===== src/rtl/als_light_averager.sv =====
// -----------------------------------------------------------------------------
// als_light_averager
//
// Purpose:
//   Samples the 8-bit light field of the PmodALS receiver word once every
//   SAMPLE_PERIOD clocks, averages 2^LOG2_N samples and publishes the
//   truncated mean with a one-cycle valid pulse. A hysteretic `dark` flag is
//   derived from each new average.
//
// Optional feature (macro ALS_MIN_MAX_EN):
//   Adds min_light / max_light outputs that track the extreme per-sample
//   light values since reset or clear.
//
// Ports:
//   clock         in   1  system clock, rising edge
//   reset_n       in   1  asynchronous active-low reset
//   value         in  16  raw receiver frame, light = value[11:4]
//   clear         in   1  synchronous restart of the averaging window
//   average       out  8  last completed average
//   average_valid out  1  one-cycle pulse, average just updated
//   dark          out  1  hysteretic darkness flag
//   min_light     out  8  (ALS_MIN_MAX_EN only) smallest sample seen
//   max_light     out  8  (ALS_MIN_MAX_EN only) largest sample seen
// -----------------------------------------------------------------------------
module als_light_averager #(
  parameter int unsigned SAMPLE_PERIOD = 10000,
  parameter int unsigned LOG2_N        = 4,
  parameter int unsigned DARK_ON       = 40,
  parameter int unsigned DARK_OFF      = 60
) (
  input  logic        clock,
  input  logic        reset_n,
  input  logic [15:0] value,
  input  logic        clear,
  output logic [7:0]  average,
  output logic        average_valid,
  output logic        dark
`ifdef ALS_MIN_MAX_EN
  ,
  output logic [7:0]  min_light,
  output logic [7:0]  max_light
`endif
);

  localparam int unsigned TW = (SAMPLE_PERIOD > 1) ? $clog2(SAMPLE_PERIOD) : 1;
  localparam int unsigned CW = (LOG2_N > 0) ? LOG2_N : 1;
  localparam int unsigned AW = 8 + LOG2_N;
  localparam int unsigned N  = 1 << LOG2_N;

  localparam logic [TW-1:0] TIMER_LAST = TW'(SAMPLE_PERIOD - 1);
  localparam logic [CW-1:0] COUNT_LAST = CW'(N - 1);
  localparam logic [8:0]    DARK_ON_W  = 9'(DARK_ON);
  localparam logic [8:0]    DARK_OFF_W = 9'(DARK_OFF);

  logic [TW-1:0] timer_q, timer_d;
  logic [CW-1:0] count_q, count_d;
  logic [AW-1:0] acc_q, acc_d;
  logic [7:0]    average_q, average_d;
  logic          valid_q, valid_d;
  logic          dark_q, dark_d;

  logic [7:0]    light_s;
  logic          sample_s;
  logic          last_s;
  logic [AW-1:0] sum_s;
  logic [7:0]    avg_new_s;
  logic          unused_bits_s;

  assign light_s       = value[11:4];
  assign unused_bits_s = ^{value[15:12], value[3:0]};
  assign sample_s      = (timer_q == TIMER_LAST);
  assign last_s        = (count_q == COUNT_LAST);
  // The accumulator is sized so that N full-scale samples still fit.
  assign sum_s         = acc_q + {{LOG2_N{1'b0}}, light_s};
  assign avg_new_s     = sum_s[LOG2_N +: 8];

  // Next-state logic for timer, window accumulation, average and dark flag.
  always_comb begin
    timer_d   = timer_q;
    count_d   = count_q;
    acc_d     = acc_q;
    average_d = average_q;
    valid_d   = 1'b0;
    dark_d    = dark_q;
    if (clear) begin
      // clear wins over a coincident sample; average and dark hold.
      timer_d = {TW{1'b0}};
      count_d = {CW{1'b0}};
      acc_d   = {AW{1'b0}};
    end else if (sample_s) begin
      timer_d = {TW{1'b0}};
      if (last_s) begin
        count_d   = {CW{1'b0}};
        acc_d     = {AW{1'b0}};
        average_d = avg_new_s;
        valid_d   = 1'b1;
        // Hysteresis: only crossing the far threshold flips the flag.
        case (dark_q)
          1'b0: begin
            if ({1'b0, avg_new_s} < DARK_ON_W) begin
              dark_d = 1'b1;
            end else begin
              dark_d = 1'b0;
            end
          end
          1'b1: begin
            if ({1'b0, avg_new_s} > DARK_OFF_W) begin
              dark_d = 1'b0;
            end else begin
              dark_d = 1'b1;
            end
          end
          default: dark_d = 1'b0;
        endcase
      end else begin
        count_d = count_q + CW'(1);
        acc_d   = sum_s;
      end
    end else begin
      timer_d = timer_q + TW'(1);
    end
  end

  // State registers with asynchronous reset.
  always_ff @(posedge clock or negedge reset_n) begin
    if (!reset_n) begin
      timer_q   <= {TW{1'b0}};
      count_q   <= {CW{1'b0}};
      acc_q     <= {AW{1'b0}};
      average_q <= 8'h00;
      valid_q   <= 1'b0;
      dark_q    <= 1'b0;
    end else begin
      timer_q   <= timer_d;
      count_q   <= count_d;
      acc_q     <= acc_d;
      average_q <= average_d;
      valid_q   <= valid_d;
      dark_q    <= dark_d;
    end
  end

  assign average       = average_q;
  assign average_valid = valid_q;
  assign dark          = dark_q;

`ifdef ALS_MIN_MAX_EN
  logic [7:0] min_q, min_d;
  logic [7:0] max_q, max_d;

  // Next-state logic for the per-sample extremes.
  always_comb begin
    min_d = min_q;
    max_d = max_q;
    if (clear) begin
      min_d = 8'hFF;
      max_d = 8'h00;
    end else if (sample_s) begin
      if (light_s < min_q) begin
        min_d = light_s;
      end else begin
        min_d = min_q;
      end
      if (light_s > max_q) begin
        max_d = light_s;
      end else begin
        max_d = max_q;
      end
    end else begin
      min_d = min_q;
      max_d = max_q;
    end
  end

  // Extreme-value registers with asynchronous reset.
  always_ff @(posedge clock or negedge reset_n) begin
    if (!reset_n) begin
      min_q <= 8'hFF;
      max_q <= 8'h00;
    end else begin
      min_q <= min_d;
      max_q <= max_d;
    end
  end

  assign min_light = min_q;
  assign max_light = max_q;
`endif

endmodule


===== config.mk =====
export PLATFORM = sky130hd
export DESIGN_NAME = als_light_averager
export DESIGN_NICKNAME = d
export VERILOG_FILES = /design/src/rtl/als_light_averager.sv
export SDC_FILE = /design/constraint.sdc
export NUM_CORES = 1
export LEC_CHECK = 0
export ABC_CLOCK_PERIOD_IN_PS = 2800
export CORE_MARGIN = 1.5
export CORE_UTILIZATION = 54
export CTS_CLUSTER_DIAMETER = 80
export DETAILED_ROUTE_END_ITERATION = 7
export MAX_ROUTING_LAYER = met4
export PLACE_DENSITY = 0.89
export SYNTH_ARGS = -nofsm -noshare
export SYNTH_HDL_FRONTEND = slang
export SYNTH_SLANG_ARGS = --single-unit
export TNS_END_PERCENT = 100

===== constraint.sdc =====
create_clock -name clock -period 2.8 [get_ports clock]
set_input_delay 0.42 -clock clock [delete_from_list [all_inputs] [get_ports clock]]
set_output_delay 0.42 -clock clock [all_outputs]
set_load 0.02 [all_outputs]

==> results.yml <==
outcome:
  outcome: "finished clean"
die:
  die_y_um: 66.2
  core_area_um2: 3740
  initial_utilization: 0.576
  row_count: 22
  die_w_um: 66.2
  pin_count: 29
  die-area_um2: 4380
synthesis:
  synthArstFlopShare: 1.00
  yosysSeqAreaShare: 0.464
  netlist_instances: 209
  synth_edf_count: 0
  synth_area_um2: 2160
  synth-main-ff-cell: "dfrtp_1"
  yosys_warnings: 0
  ys_seq_elements: 40
  syn-num-nets: 239
  synth.avg_cell_area_um2: 10.3
  synth.distinct_cells: 46
clock_tree:
  cts_resized: 0
  cts_max_level: 2
  clkTransAtPathRegs_ns: 0.08
  root_buffer: "clkbuf_8"
  numClockSinks: 40
  cts_setup_buffers: 0
  numCtsBuffers: 5
  clk_latency_ns: 0.29
  cts_tree: "yes"
  cts_hold_buf: 0
  clockBufferDepth: 2
grt:
  grt_overflow_total: 0
  busiest_layer: "met2"
  use_met2: 0.335
  grt.total_usage: 0.215
  grt_pass1_wl_um: 6840
  grt_max_degree: 41
  grt_pass1_vias: 1549
  met1_usage: 0.275
  grt_use_met3: 0.0511
  antenna_found_initial: 0
setup_path:
  startpoint_type: "input pin"
  cp_slowest_cell: "clkdlybuf4s50_1"
  cp.arrival_ns: 2.66
  slowest_delay_ns: 0.46
  criticalPathCategory: "in -> reg"
  worstPathMaxFanout: 3
  crit_buf_inv: 2
  crit_required_ns: 2.97
  cp-end-kind: "flop"
  crit_family: "compound AO/OA/AOI/OAI gates"
  worstPathCellList: "clkdlybuf4s50_1, ha_1, inv_1, fa_1, nand2b_1, a21o_1, a21oi_1, xnor2_1, a2111oi_2, a211oi_1"
finish:
  post-route-cell-area_um2: 2580
  diodes: 0
  area_growth_pct: 19.4
  fin_nets: 270
  mostFrequentLayoutCell: "dfrtp_1"
  instances_no_fill: 289
  final_cell_mix: "40 x dfrtp_1, 22 x nor2_1, 19 x clkdlybuf4s50_1, 14 x nand2_1, 14 x o21ai_0"
  layout-drive-gt1-share: 0.108
  final_util: 0.688
drt:
  routed_via_density: 5.55
  vias: 1605
  drtIter0Drc: 78
  drc: 0
  first_pass_iters: 4
  drtAntennaViolNets: 0
  wire_per_inst_um: 13.9
  wl_um: 4010
worst_hold_path:
  hp-class: "in -> async"
sta:
  fmax_mhz: 403
  hold_viol: 0
  setup_violations: 0
  tightest_slew_ns: 0.894
  skew_ns: 0.00215
  rsz0062_at_grt: "false"
  fin_crit_sh: 0.886
  max-slew-margin-rel: 0.404
  drv_slew: 0
  hold_slack_ns: 0.249
  min_period_ns: 2.48
placement:
  place_congestion: 0.865
  post-place-cells: 281
  place_hpwl_um: 2900
  io_buffers: 20
  placed_area_um2: 2450
power:
  peakVddDrop_uv: 432
  p_per_area_nw_per_um2: 452
  p_leak_nw: 1.19
job:
  max_cap_violations: 0
==> worst paths after layout <==
kind	startpoint	end	slack [ns]	cells after the start
setup reg to reg	acc_q[0]$_DFFE_PN0P_	dark$_DFFE_PN0P_	0.55	9
hold / removal	reset_n	average[1]$_DFFE_PN0P_	0.25	1
setup / recovery	value[4]	dark$_DFFE_PN0P_	0.32	10
max in group asynchronous	reset_n	timer_q[7]$_DFF_PN0_	2.00	1
min in group clock	count_q[3]$_DFFE_PN0P_	count_q[3]$_DFFE_PN0P_	0.48	1
hold reg to reg	count_q[3]$_DFFE_PN0P_	count_q[3]$_DFFE_PN0P_	0.48	1
==> report_power, final <==
part	total [mW]	internal, mW	switching, mW	leakage, nW
combinational	0.0629	0.0262	0.0367	0.587
clock	0.518	0.315	0.204	0.0645
sequential	0.583	0.581	0.00287	0.541
==> cell usage after synthesis (2+ instances only) <==
master	number	area share
inv_1	9	0.016
mux2i_1	3	0.014
xnor2_1	9	0.037
o21ai_0	14	0.032
and2_1	2	0.0058
nand3_1	5	0.012
nand4_1	2	0.0058
nor3_1	2	0.0046
xor2_1	12	0.049
o31ai_1	2	0.0070
a21o_1	7	0.024
nand2_1	14	0.024
or3_1	2	0.0058
ha_1	10	0.058
clkbuf_1	3	0.0052
dfrtp_1	40	0.46
nor2_1	22	0.038
o211ai_1	2	0.0070
a32o_1	2	0.0093
and3_1	5	0.015
nand2b_1	5	0.015
a211oi_1	4	0.014
a21oi_1	9	0.021
a31oi_1	2	0.0058
==> layer usage <==
metal,vias up,part of all wire
met1,770,0.48
li1,796,-
met3,7,0.049
met2,32,0.46
met4,0,0.015
met5,-,0
==> registers in the layout, indices dropped and copies added (netlist names) <==
| signal | count |
|---|---|
| timer_q | 14 |
| average_valid | 1 |
| dark | 1 |
| acc_q | 12 |
| average | 8 |
| count_q | 4 |
==> cell families (layout without fill, tap and decap cells) <==
| group | after synthesis | in the layout | share of synthesized area |
|---|---|---|---|
| AOI/OAI and AO/OA | 50 | 50 | 0.151 |
| muxes | 4 | 4 | 0.0191 |
| adders and majority gates | 11 | 11 | 0.0673 |
| buffers and inverters | 14 | 46 | 0.0296 |
| xor gates and xnor gates | 21 | 21 | 0.0853 |
| DFF | 40 | 40 | 0.464 |
| and+or+nand+nor | 69 | 69 | 0.183 |
==> stage by stage <==
stage | setup slack, ns | TNS [ns] | total power [mW]
floorplan | 0.536 | 0 | 0.622
global placement | 0.0440 | 0 | 0.656
detailed placement | -0.00187 | -0.00187 | 0.658
CTS | 0.313 | 0 | 1.17
global route | 0.156 | 0 | 1.20
finish | 0.319 | 0 | 1.16
==> final cells by class <==
cell class / instances / area, um2
Clock buffer: 7 / 96.3
Sequential cell: 40 / 1000
Timing Repair Buffer: 29 / 263
Inverter: 9 / 33.8
Multi-Input combinational cell: 155 / 1090
Tap cell: 48 / 60.1
Clock inverter: 1 / 30.0
Fill cell: 309 / 1170
No activity file was read; power rests on OpenSTA's default activity.
